<file path="src/rtl/nes_pkg.sv">
// Shared NES CPU-side definitions: DMA state encoding and fixed register addresses.
package nes_pkg;

   typedef enum logic [2:0] {IDLE, HALT, ALIGN, GET, PUT} dma_state_t;

   localparam logic [15:0] OAMDMA_REG  = 16'h4014;
   localparam logic [15:0] PPU_OAMDATA = 16'h2004;

endpackage

</file>
<file path="src/rtl/oam_dma_controller_if.sv">
// CPU-side bus seen by the OAM DMA controller: monitored CPU writes, memory read data, DMA outputs.
interface oam_dma_controller_if;

   logic [15:0] CPU_ADDR;
   logic [7:0]  CPU_DATA_IN;
   logic        CPU_wren;
   logic [7:0]  MEM_RDATA;
   logic        CPU_HALT;
   logic [15:0] DMA_ADDR;
   logic        DMA_rden;
   logic        DMA_wren;
   logic [7:0]  DMA_DATA_OUT;
   logic        DMA_BUSY;

   // master: the DMA controller, which owns the bus while halting the CPU
   modport master (
      input  CPU_ADDR, CPU_DATA_IN, CPU_wren, MEM_RDATA,
      output CPU_HALT, DMA_ADDR, DMA_rden, DMA_wren, DMA_DATA_OUT, DMA_BUSY
   );

   // slave: CPU core / memory map side
   modport slave (
      output CPU_ADDR, CPU_DATA_IN, CPU_wren, MEM_RDATA,
      input  CPU_HALT, DMA_ADDR, DMA_rden, DMA_wren, DMA_DATA_OUT, DMA_BUSY
   );

endinterface

</file>
<file path="src/rtl/oam_dma_controller.sv">
// Sprite OAM DMA: a $4014 write halts the CPU and copies page PP00..PPFF into OAMDATA.
// Define OAM_DMA_ABORT_EN to add the DMA_ABORT input.
module oam_dma_controller
   import nes_pkg::*;
#(
   parameter logic [15:0] TRIG_ADDR    = OAMDMA_REG,
   parameter logic [15:0] OAMDATA_ADDR = PPU_OAMDATA,
   parameter int          NUM_BYTES    = 256
) (
   input  logic CLK,
   input  logic RESET_N,
`ifdef OAM_DMA_ABORT_EN
   input  logic DMA_ABORT,
`endif
   oam_dma_controller_if.master bus
);

   localparam logic [7:0] LAST_IDX = 8'(NUM_BYTES - 1);

   dma_state_t state, state_n;
   logic [7:0] page, idx, data_q;
   logic       odd;
   logic       armed;
   logic       trig;
   logic       abort;

`ifdef OAM_DMA_ABORT_EN
   assign abort = DMA_ABORT;
`else
   assign abort = 1'b0;
`endif

   // armed keeps a trigger on the very edge that ends reset from being taken
   assign trig = armed && bus.CPU_wren && (bus.CPU_ADDR == TRIG_ADDR);

   always_comb begin
      state_n = state;
      case (state)
         IDLE:    if (trig) state_n = HALT;
         HALT:    state_n = odd ? ALIGN : GET;
         ALIGN:   state_n = GET;
         GET:     state_n = PUT;
         PUT:     state_n = (idx == LAST_IDX) ? IDLE : GET;
         default: state_n = IDLE;
      endcase
      // a PUT being aborted still issues its write this cycle
      if (abort && state != IDLE) state_n = IDLE;
   end

   always_ff @(posedge CLK or negedge RESET_N) begin
      if (!RESET_N) begin
         state  <= IDLE;
         odd    <= 1'b0;
         armed  <= 1'b0;
         page   <= '0;
         idx    <= '0;
         data_q <= '0;
      end else begin
         state <= state_n;
         odd   <= ~odd;
         armed <= 1'b1;
         if (state == IDLE && trig) begin
            page <= bus.CPU_DATA_IN;
            idx  <= '0;
         end
         if (state == GET) data_q <= bus.MEM_RDATA;
         if (state == PUT && state_n == GET) idx <= idx + 8'd1;
      end
   end

   // outputs decode straight from the state flop, so reset clears them without an edge
   assign bus.CPU_HALT     = (state != IDLE);
   assign bus.DMA_BUSY     = (state != IDLE);
   assign bus.DMA_rden     = (state == GET);
   assign bus.DMA_wren     = (state == PUT);
   assign bus.DMA_ADDR     = (state == GET) ? {page, idx} :
                             (state == PUT) ? OAMDATA_ADDR : 16'h0000;
   assign bus.DMA_DATA_OUT = (state == PUT) ? data_q : 8'h00;

endmodule
</file>
<file path="src/flat_wrapper.sv">
// flat-port wrapper written by rule: the top's interface ports become plain ports
module oam_dma_controller_flat import nes_pkg::*;
#(
   parameter logic [15:0] TRIG_ADDR    = OAMDMA_REG,
   parameter logic [15:0] OAMDATA_ADDR = PPU_OAMDATA,
   parameter int          NUM_BYTES    = 256
)
  (CLK, RESET_N, bus_CPU_ADDR, bus_CPU_DATA_IN, bus_CPU_wren, bus_MEM_RDATA, bus_CPU_HALT, bus_DMA_ADDR, bus_DMA_rden, bus_DMA_wren, bus_DMA_DATA_OUT, bus_DMA_BUSY);
  oam_dma_controller_if bus_i ();
  input  logic CLK;
  input  logic RESET_N;
  input wire logic [$bits(bus_i.CPU_ADDR)-1:0] bus_CPU_ADDR;
  input wire logic [$bits(bus_i.CPU_DATA_IN)-1:0] bus_CPU_DATA_IN;
  input wire logic [$bits(bus_i.CPU_wren)-1:0] bus_CPU_wren;
  input wire logic [$bits(bus_i.MEM_RDATA)-1:0] bus_MEM_RDATA;
  output wire logic [$bits(bus_i.CPU_HALT)-1:0] bus_CPU_HALT;
  output wire logic [$bits(bus_i.DMA_ADDR)-1:0] bus_DMA_ADDR;
  output wire logic [$bits(bus_i.DMA_rden)-1:0] bus_DMA_rden;
  output wire logic [$bits(bus_i.DMA_wren)-1:0] bus_DMA_wren;
  output wire logic [$bits(bus_i.DMA_DATA_OUT)-1:0] bus_DMA_DATA_OUT;
  output wire logic [$bits(bus_i.DMA_BUSY)-1:0] bus_DMA_BUSY;
  assign bus_i.CPU_ADDR = bus_CPU_ADDR;
  assign bus_i.CPU_DATA_IN = bus_CPU_DATA_IN;
  assign bus_i.CPU_wren = bus_CPU_wren;
  assign bus_i.MEM_RDATA = bus_MEM_RDATA;
  assign bus_CPU_HALT = bus_i.CPU_HALT;
  assign bus_DMA_ADDR = bus_i.DMA_ADDR;
  assign bus_DMA_rden = bus_i.DMA_rden;
  assign bus_DMA_wren = bus_i.DMA_wren;
  assign bus_DMA_DATA_OUT = bus_i.DMA_DATA_OUT;
  assign bus_DMA_BUSY = bus_i.DMA_BUSY;
  oam_dma_controller #(.TRIG_ADDR(TRIG_ADDR), .OAMDATA_ADDR(OAMDATA_ADDR), .NUM_BYTES(NUM_BYTES)) u_core (.CLK(CLK), .RESET_N(RESET_N), .bus(bus_i));
endmodule
</file>
<file path="config.mk">
export PLATFORM = sky130hd
export DESIGN_NAME = oam_dma_controller_flat
export DESIGN_NICKNAME = d
export VERILOG_FILES = /design/src/rtl/nes_pkg.sv /design/src/rtl/oam_dma_controller_if.sv /design/src/rtl/oam_dma_controller.sv /design/src/flat_wrapper.sv
export SDC_FILE = /design/constraint.sdc
export NUM_CORES = 1
export LEC_CHECK = 0
export CORE_UTILIZATION = 39
export CTS_BUF_LIST = sky130_fd_sc_hd__clkbuf_2 sky130_fd_sc_hd__clkbuf_4 sky130_fd_sc_hd__clkbuf_8
export DETAILED_ROUTE_END_ITERATION = 12
export PLACE_DENSITY = 0.8
export RECOVER_POWER = 50
export SYNTH_ARGS = -nofsm -noshare
export SYNTH_HDL_FRONTEND = slang
export SYNTH_SLANG_ARGS = --single-unit
export TNS_END_PERCENT = 1
</file>
<file path="constraint.sdc">
create_clock -name CLK -period 6 [get_ports CLK]
set_clock_uncertainty 0.2 [all_clocks]
set_input_delay 0.9 -clock CLK [delete_from_list [all_inputs] [get_ports CLK]]
set_output_delay 0.9 -clock CLK [all_outputs]
set_load 0.005 [all_outputs]
</file>
# Word level (Yosys, flattened, before mapping)
# Cells that the tools add are included.
# word_totals
word_cells,31
ff_bits,29
output_inout_bits,28
# op_classes
eq_ne,7
n_reduce_logical,7
mux,9
n_bitwise,1
n_addsub,1
# op_table
op,count
8-bit two-way mux,3
16-bit by 15-bit equality test with 1-bit output (second input constant),1
16-bit two-way mux,1
3-bit case mux with 5 select lines,1
14-bit two-way mux,1
3-bit by 2-bit equality test with 1-bit output (second input constant),3
8-bit by 1-bit adder with 8-bit output (second input constant),1
8-bit equality test (second input constant),1
1-bit logical AND,4
3-bit by 1-bit equality test with 1-bit output (second input constant),1
3-bit equality test (second input constant),1
3-bit logical NOT,1
3-bit two-way mux,1
3-bit nonzero test,1
2-bit two-way mux,1
2-bit nonzero test,1
1-bit two-way mux,1
1-bit NOT,1

# Longest topological paths before layout
# Gate-level depths: netlist of the first run.
# depth
depth_word,7
ltp_mapped,7
ltp_nobuf,6

# Least setup slack after synthesis of the first run
# OpenSTA, ideal clock, no wires.
# synth_path
kind,input -> register
startpoint,in bus_CPU_ADDR[5]
endpoint,reg u_core.page[6]
slack_ns,3.578
setup_ns,0.125
stages,5
arrival_time_ns,2.097
cell_sequence,nor4bb_1 > nand4b_4 > nor2_8 > buf_8 > mux2_4
# synth_via
elab_chain_len,3
# synth_rtl
item,line,text
"start, declared",flat_wrapper.sv:12,input wire logic [$bits(bus_i.CPU_ADDR)-1:0] bus_CPU_ADDR;
16-bit by 15-bit equality test with 1-bit output,oam_dma_controller.sv:34,assign trig = armed && bus.CPU_wren && (bus.CPU_ADDR == TRIG_ADDR);
1-bit logical AND,oam_dma_controller.sv:34,
1-bit logical AND,oam_dma_controller.sv:62,if (state == IDLE && trig) begin
"end signal, assigned",oam_dma_controller.sv:63,page <= bus.CPU_DATA_IN;
"end, declared",oam_dma_controller.sv:21,"logic [7:0] page, idx, data_q;"
# No other way between the ends.
# A chain may end at the register's enable or synchronous reset.

# Worst setup path after layout of the first run
# layout_path
startpoint,reg u_core.state[1]
endpoint,out bus_DMA_ADDR[11]
# layout_via
elab_chain_len,2
# layout_rtl
item,line,text
"start, declared",oam_dma_controller.sv:20,"dma_state_t state, state_n;"
"start signal, assigned",oam_dma_controller.sv:59,state <= state_n;
3-bit by 2-bit equality test with 1-bit output,oam_dma_controller.sv:76,"assign bus.DMA_ADDR = (state == GET) ? {page, idx} :"
16-bit two-way mux,oam_dma_controller.sv:76,
"end, declared",flat_wrapper.sv:17,output wire logic [$bits(bus_i.DMA_ADDR)-1:0] bus_DMA_ADDR;
# No other way between the ends.

==> run summary, run 1 <==
reg2reg end -> u_core.state[0]$_DFF_PN0_
Worst Hold Class -> reg -> reg
Final Hold Vio Count -> 0
iteration count of the initial detailed-routing pass -> 4
Place WS -> 2.998 ns
H-tree depth -> 2
# hold bufs at CTS -> 0
total track usage -> 18.17%
worst hold start -> u_core.odd$_DFF_PN0_
die area -> 4152 um^2
Max clock buf depth -> 2
crit-path max cell delay -> 0.79 ns
gpl congestion -> 0.7656
final period demand of the worst path -> 3.552 ns
root buf cell -> clkbuf_8
Flop pwr share -> 34.8%
failing checks -> capacitance limit, slew limit
Vias/cell -> 4.914
Gate Count Post-Synth -> 141
fraction of layout cells with a size suffix above 1 -> 14.49%
post-route antenna net violation count -> 0
Ant. Diodes -> 0
hold path cells -> 1
worst setup margin -> 2.448 ns
Syn Area/Cell -> 10.78 um^2
Rel. slew slack -> -4.021%
placed instance count -> 247
GRT Residual Overflow -> 0
Power Total -> 0.0008717 W
RSZ-0062 raised after global routing -> false
FF+latch count, synth -> 29
clock buffer count from CTS -> 5
fin nets -> 242
YS warnings -> 0
antenna violations before repair -> 0
Slowest cell on crit path -> clkbuf_1
clock transition at the registers of the reported paths -> 0.07 ns
met3 routed WL -> 268 um
Max-cap violations -> 1
R2R depth -> 5
Port Buffers -> 62
final wirelength -> 3.343 mm
status -> complete, but fails checks
# rows -> 22
met1 wire length -> 1.458 mm
CP endpoint kind -> output pin
ranking of synthesized cells by area -> dfrtp_1 (48%), mux2_2 (10%), and2_1 (9.5%)
Synth Flop Type -> dfrtp_1
worst-skew pair later-pin latency -> 0.29 ns
leakage power -> 1.032 nW
Residual DRC -> 0
clock network fraction of total power -> 24.6%
maximum fanout along the worst path -> 25
Hold EP -> u_core.odd$_DFF_PN0_
CP Launch Type -> register
CP cell instances -> nand2_1 > nor2_1 > clkbuf_1 > and2_1 > clkdlybuf4s50_1
Seq/Total Area, Yosys -> 47.74%
DR iter-0 viols -> 35
Int Power -> 0.0006018 W
Starting Density -> 41.21%
top cell type's share of synthesized area -> 47.74%
endpoints failing setup -> 0
WHS -> 0.2330 ns
syn nets -> 177
total core area -> 3689 um^2
WL per Instance -> 13.11 um
DP HPWL -> 2.429 mm
required time of the worst setup path -> 4.90 ns
crit path kind -> reg -> out
fin cells -> 255
CTS Sinks -> 29
Ports -> 63
number of synthesized flops with an enable pin -> 0
Area Growth Syn to Fin -> 50.53%
Sw Pwr -> 0.0002699 W
reg2reg start -> u_core.idx[0]$_DFFE_PN0P_
R2R setup slack -> 3.29 ns
Synth area leader -> dfrtp_1
worst slew pin tran -> 1.560 ns
Mapped Area -> 1520 um^2
Switching Fraction -> 30.96%
Period Utilization, post-route -> 59.20%
pin count of the biggest net entering global routing -> 30
worst ir drop on vdd -> 0.2412 mV
fmax -> 0.2815 GHz
# Post-CTS Setup Buffers -> 0
first-pass GRT wire length -> 5.692 mm
number of distinct library cells after synthesis -> 38
vias in the first global route -> 1299
ys async rst share -> 100.0%
Die X -> 64.44 um
Logic pwr share -> 40.6%
Post-CTS Resized -> 0
Arrival @ worst endpoint -> 2.45 ns
PD cells -> 380.9 nW/um^2
Slew Limit Fails -> 30
chip height -> 64.44 um
Detail Route met2 WL -> 1.568 mm
Vias -> 1253
CTS tree -> yes
uppermost routed layer -> met4
Setup TNS -> 0 ns
[layout by cell type, fill, tap and decap left out, drive strengths merged]
master,count
or3b,1
dlygate4sd3,1
nor4,1
clkinvlp,1
or2,1
nor4bb,1
a21o,2
o21ai,9
nor2,5
inv,4
or3,3
nor2b,1
nand4,2
clkdlybuf4s50,61
mux2,16
ha,1
bufinv,1
nand3,3
o211ai,3
and3,1
a21oi,2
nor4b,2
conb,1
dfrtp,29
clkbuf,8
o22ai,2
and2,23
xor2,1
nand2b,1
nand3b,4
nand4b,1
nand2,13
o21bai,1
nor3b,1
[cell usage after synthesis, types with 2 or more instances]
cell / count
or3_1: 2
a21o_1: 2
o21ai_0: 8
nand2_1: 13
and2_1: 23
nand4_1: 2
buf_2: 2
nand3b_1: 4
nand3_1: 3
o211ai_1: 3
dfrtp_1: 29
nor2_1: 4
o22ai_1: 2
clkbuf_1: 2
mux2_2: 14
mux2_4: 2
a21oi_1: 2
inv_1: 4
[per-stage QoR]
| stage | cell area [um^2] | utilization (%) |
|---|---|---|
| after floorplan | 1520 | - |
| after global placement | 2176 | 58.99 |
| after detailed placement | 2176 | 58.99 |
| after CTS | 2296 | 62.25 |
| after global routing | 2288 | 62.04 |
| final | 2288 | 62.04 |
[critical path, delay by kind of cell, from the launching register on]
kind / cells / cell delay (ns)
buffers and inverters: 2 / 1.29
flip-flops: 1 / 0.42
AND/OR/NAND/NOR: 3 / 0.46
[final cells by class]
class / count / area, um^2
repair buffers: 64 / 628.1
well taps: 48 / 60.06
clock inverters: 2 / 37.54
flip-flops and latches: 29 / 725.7
inverters: 4 / 15.01
fillers: 324 / 1400
clock buffers: 6 / 82.58
multi-input cells: 102 / 739.5
[sequential cells by signal, indices dropped and copies added, names as in the netlist]
| register | count |
|---|---|
| u_core.armed | 1 |
| u_core.data_q | 8 |
| u_core.idx | 8 |
| u_core.odd | 1 |
| u_core.page | 8 |
| u_core.state | 3 |
[routing by layer]
layer / vias up / GRT usage [%]
li1: 616 / -
met1: 590 / 20.77
met2: 42 / 30.79
met3: 5 / 6.866
met4: 0 / 6.667
met5: - / 0
[cells by family after synthesis]
family	Yosys count	share of synthesized area [%]
adders and majority gates	1	0.8229
muxes	16	12.35
buffers and inverters	10	3.621
xor gates and xnor gates	1	0.5762
AOI/OAI and AO/OA	19	7.407
and+or+nand+nor	64	27.24
DFF	29	47.74
other	1	0.2467
[power groups by stage]
stage	clock [W]	sequential (W)	combinational, W
after floorplan	0	0.000292	0.000218
after global placement	0	0.000305	0.000350
after detailed placement	0	0.000307	0.000361
after CTS	0.000219	0.000304	0.000363
after global routing	0.000228	0.000314	0.000397
final	0.000214	0.000304	0.000354
[worst max-delay path by stage]
stage	slack [ns]	start	end
2_1_floorplan	3.58	bus_CPU_ADDR[5]	u_core.page[6]$_DFFE_PN0P_
3_3_place_gp	3.03	bus_CPU_ADDR[4]	u_core.page[3]$_DFFE_PN0P_
3_5_place_dp	3.00	bus_CPU_ADDR[9]	u_core.page[0]$_DFFE_PN0P_
4_1_cts	2.87	u_core.state[1]$_DFF_PN0_	bus_DMA_DATA_OUT[5]
5_1_grt	2.21	u_core.state[1]$_DFF_PN0_	bus_DMA_ADDR[9]
6_report	2.45	u_core.state[1]$_DFF_PN0_	bus_DMA_ADDR[11]
No activity file was read; power rests on OpenSTA's default activity.
==> run 2: changes to the inputs <==
- PLACE_DENSITY: 0.8 -> 0.83
- clock period: 6 -> 3.25 ns (I/O delays scaled with it)
==> run 2 against run 1 <==
Against the previous run: global-route usage is 1.4 points lower; clock power is 43% higher; total power is 76% higher; sequential power is 84% higher; non-clock buffer count is 2 higher; sequential share of layout area is 0.19 points higher; the flow still finishes with violations (capacitance limit, slew limit); routed wire length is 4.8% lower; first-iteration DRC count is 26% lower; final cell count is 0.78% higher.
==> run summary, run 2 (synthesized netlist as in run 1, its figures left out) <==
status -> complete, but fails checks
failing checks -> capacitance limit, slew limit
maximum fanout along the worst path -> 9
Residual DRC -> 0
fmax -> 0.3681 GHz
# Post-CTS Setup Buffers -> 0
Place WS -> 0.5884 ns
Port Buffers -> 62
Rel. slew slack -> -2.216%
Switching Fraction -> 31.60%
Worst path top cell family by delay -> buffers and inverters
Ant. Diodes -> 0
clock network fraction of total power -> 20.0%
required time of the worst setup path -> 2.56 ns
# rows -> 22
post-route antenna net violation count -> 0
fraction of layout cells with a size suffix above 1 -> 15.31%
crit-path max cell delay -> 0.50 ns
RSZ-0062 raised after global routing -> false
Crit path buffers/inverters -> 2
CTS tree -> yes
endpoints failing setup -> 0
Post-CTS Resized -> 0
CP cell instances -> nand2_1 > nor2_1 > clkbuf_1 > and2_1 > clkdlybuf4s50_1
DP HPWL -> 2.284 mm
worst slew pin tran -> 1.533 ns
vias in the first global route -> 1134
worst setup margin -> 0.5334 ns
most frequent cells in the layout -> clkdlybuf4s50_1 (60), dfrtp_1 (29), and2_1 (23)
H-tree depth -> 2
Slew Limit Fails -> 30
Vias/cell -> 4.899
DR iter-0 viols -> 26
gpl congestion -> 0.7547
final wirelength -> 3.181 mm
Flop pwr share -> 36.6%
GRT Residual Overflow -> 0
clock buffer count from CTS -> 5
CP Launch Type -> register
commonest non-fill, non-tap cell in the layout -> clkdlybuf4s50_1
total track usage -> 16.81%
pin count of the biggest net entering global routing -> 30
Max clock buf depth -> 2
Int Power -> 0.001048 W
root buf cell -> clkbuf_8
Logic pwr share -> 43.4%
worst-skew pair later-pin latency -> 0.28 ns
Period Utilization, post-route -> 83.59%
first-pass GRT wire length -> 5.223 mm
Die X -> 64.44 um
Starting Density -> 41.21%
Max-cap violations -> 1
Area Growth Syn to Fin -> 49.63%
Slowest cell on crit path -> clkdlybuf4s50_1
leakage power -> 1.034 nW
total core area -> 3689 um^2
die area -> 4152 um^2
Placed Area -> 2191 um^2
Worst Hold Class -> reg -> reg
iteration count of the initial detailed-routing pass -> 4
Vias -> 1259
worst ir drop on vdd -> 0.4099 mV
Final Hold Vio Count -> 0
final period demand of the worst path -> 2.717 ns
CP endpoint kind -> output pin
Sw Pwr -> 0.0004839 W
CTS Sinks -> 29
design area -> 2275 um^2
WL per Instance -> 12.38 um
PD cells -> 673.2 nW/um^2
# hold bufs at CTS -> 0
crit path kind -> reg -> out
Arrival @ worst endpoint -> 2.03 ns
chip height -> 64.44 um
Ports -> 63
antenna violations before repair -> 0
Setup TNS -> 0 ns
clock transition at the registers of the reported paths -> 0.06 ns
fin nets -> 244
Top Registers -> u_core.data_q (8), u_core.idx (8), u_core.page (8)
-- run 2: changes by cell type in the layout (fill, tap and decap cells not counted), sizes merged --
cell           delta
dlygate4sd3       +1
clkinvlp          -1
clkdlybuf4s50     -1
bufinv            -1
buf               +2
clkbuf            +2
-- run 2: routing by layer --
| metal | wire length, um | share of wire, % | GRT usage (%) |
|---|---|---|---|
| met4 | 31 | 0.97 | 6.667 |
| met2 | 1572 | 49 | 26.58 |
| met1 | 1394 | 44 | 20.72 |
| met3 | 182 | 5.7 | 6.162 |
| met5 | 0 | 0 | 0 |
-- run 2: power by group through the flow --
stage / registers (W) / logic [W] / clock network (W)
after floorplan: 0.000540 / 0.000402 / 0
after global placement: 0.000561 / 0.000665 / 0
after detailed placement: 0.000566 / 0.000676 / 0
after CTS: 0.000560 / 0.000682 / 0.000314
after global routing: 0.000580 / 0.000738 / 0.000329
final: 0.000560 / 0.000665 / 0.000306
-- run 2: worst paths after layout --
path,end,slack (ns),cells past startpoint,from
max reg2reg,u_core.idx[2]$_DFFE_PN0P_,0.97,6,u_core.state[1]$_DFF_PN0_
min,u_core.odd$_DFF_PN0_,0.22,1,u_core.odd$_DFF_PN0_
max,bus_DMA_ADDR[12],0.53,5,u_core.state[1]$_DFF_PN0_
min reg2reg,u_core.odd$_DFF_PN0_,0.22,1,u_core.odd$_DFF_PN0_
min in group asynchronous,u_core.idx[4]$_DFFE_PN0P_,0.92,2,RESET_N
max in group asynchronous,u_core.armed$_DFF_PN0_,1.04,2,RESET_N
-- run 2: layout make-up --
type / count / area, um^2
clock buffer: 8 / 91.34
inverter: 4 / 15.01
multi-input combinational: 102 / 739.5
timing repair buffer: 66 / 643.1
tap: 48 / 60.06
fill: 333 / 1414
sequential: 29 / 725.7
-- run 2: through the flow --
| stage | utilization, % | power [W] | hold slack, ns | std cells |
|---|---|---|---|---|
| finish | 61.67 | 0.001531 | 0.2220 | 257 |
| floorplan | - | 0.0009416 | -0.008091 | 141 |
| global placement | 59.40 | 0.001226 | 0.2109 | 249 |
| CTS | 61.87 | 0.001555 | 0.2277 | 257 |
| global route | 61.67 | 0.001646 | 0.2407 | 257 |
| detailed placement | 59.40 | 0.001243 | 0.2199 | 249 |
==> run 3: changes to the inputs <==
- clock period: 3.25 -> 2.3 ns (I/O delays scaled with it)
==> run 3 against run 2 <==
Against the previous run: the flow now finishes without violations; die area is the same; non-clock buffer count grew 7; core utilization grew 3.3 points.
==> run summary, run 3 (synthesized netlist as in run 1, its figures left out) <==
commonest non-fill, non-tap cell in the layout -> clkdlybuf4s50_1
vias in the first global route -> 1189
Die X -> 64.44 um
root buf cell -> clkbuf_8
GR met2 Demand/Resource -> 28.03%
met3 GRT Util -> 4.401%
crit path kind -> reg -> out
worst setup margin -> 0.02138 ns
WL per Instance -> 12.75 um
Top Registers -> u_core.data_q (8), u_core.idx (8), u_core.page (8)
met1 usage -> 20.20%
leakage power -> 1.356 nW
clock buffer count from CTS -> 5
fraction of layout cells with a size suffix above 1 -> 20.47%
# hold bufs at CTS -> 0
Max-cap violations -> 0
pin count of the biggest net entering global routing -> 30
antenna violations before repair -> 0
most frequent cells in the layout -> clkdlybuf4s50_1 (46), dfrtp_1 (29), and2_1 (23)
RSZ-0062 raised after global routing -> true
endpoints failing setup -> 0
Vias -> 1293
Arrival @ worst endpoint -> 1.73 ns
gpl congestion -> 0.7821
Layout fillers -> 305
GR peak layer -> met2
Place WS -> -0.02195 ns
first-pass GRT wire length -> 5.299 mm
CP Launch Type -> register
GRT Residual Overflow -> 0
worst-skew pair later-pin latency -> 0.27 ns
clock transition at the registers of the reported paths -> 0.06 ns
fin nets -> 251
Vias/cell -> 4.916
Period Utilization, post-route -> 99.07%
Residual DRC -> 0
Starting Density -> 41.21%
Placed Area -> 2228 um^2
fmax -> 0.4389 GHz
Ant. Diodes -> 0
maximum fanout along the worst path -> 10
H-tree depth -> 2
# rows -> 22
status -> finished, final reports clean
Max clock buf depth -> 2
design area -> 2397 um^2
DR iter-0 viols -> 45
CTS Sinks -> 29
required time of the worst setup path -> 1.75 ns
total track usage -> 16.56%
Port Buffers -> 62
Ports -> 63
Final Util -> 64.99%
Worst Hold Class -> reg -> reg
iteration count of the initial detailed-routing pass -> 4
WHS -> 0.2134 ns
die area -> 4152 um^2
CTS tree -> yes
Area Growth Syn to Fin -> 57.70%
Slew Limit Fails -> 0
total core area -> 3689 um^2
post-route antenna net violation count -> 0
worst ir drop on vdd -> 0.5302 mV
CP endpoint kind -> output pin
chip height -> 64.44 um
final wirelength -> 3.352 mm
final period demand of the worst path -> 2.279 ns
Power Total -> 0.002226 W
PD cells -> 928.4 nW/um^2
Final Hold Vio Count -> 0
DP HPWL -> 2.422 mm
-- run 3: cell count changes in the layout (fill, tap and decap cells not counted), sizes merged --
cell           change
buf                +9
dlygate4sd3        -2
dlymetal6s2s      +16
clkbuf             -3
clkdlybuf4s50     -14
-- run 3: area by class of cell --
cell class / instances / area (um^2) / share of cell area, %
Clock buffer: 7 / 90.09 / 3.758
Inverter: 4 / 15.01 / 0.6263
Multi-Input combinational cell: 102 / 752.0 / 31.37
Sequential cell: 29 / 725.7 / 30.27
Tap cell: 48 / 60.06 / 2.505
Timing Repair Buffer: 73 / 754.5 / 31.47
-- run 3: metrics by stage --
stage	setup TNS, ns	instances
floorplan	0	141
global placement	0	254
detailed placement	-0.1133	254
CTS	-0.01756	262
global route	-0.4209	263
finish	0	263
-- run 3: what timing repair did --
action,CTS,global route
buffers inserted,1,1
setup endpoints to repair,16,24
pin swaps,0,1
gates resized for setup,3,21
-- run 3: routing by layer --
layer,vias to the layer above,part of all wire (%)
met3,5,5.1
li1,632,-
met2,39,51
met5,-,0
met4,0,1.0
met1,617,43
-- run 3: worst paths after layout --
| kind | start | to | slack [ns] | cells past startpoint |
|---|---|---|---|---|
| min in group asynchronous | RESET_N | u_core.idx[4]$_DFFE_PN0P_ | 0.27 | 2 |
| setup reg to reg | u_core.state[1]$_DFF_PN0_ | u_core.page[3]$_DFFE_PN0P_ | 0.26 | 5 |
| hold reg to reg | u_core.odd$_DFF_PN0_ | u_core.odd$_DFF_PN0_ | 0.21 | 1 |
| setup / recovery | u_core.state[1]$_DFF_PN0_ | bus_DMA_DATA_OUT[1] | 0.02 | 5 |
| hold / removal | u_core.odd$_DFF_PN0_ | u_core.odd$_DFF_PN0_ | 0.21 | 1 |
| max in group asynchronous | RESET_N | u_core.page[5]$_DFFE_PN0P_ | 1.37 | 2 |
-- run 3: report_power, final --
group | switching (W) | leakage [nW] | internal [W] | total [W]
Combinational | 0.000398 | 0.968 | 0.000610 | 0.00101
Sequential | 0.000137 | 0.340 | 0.000660 | 0.000797
Clock | 0.000172 | 0.0477 | 0.000248 | 0.000421
-- run 3: worst max-delay path, cell delays in order, from the launching register on --
cell and delay, ns:
dfrtp_1 0.41, nor2_2 0.16, nand2_1 0.10, inv_2 0.15
and2_1 0.15, clkdlybuf4s50_1 0.49
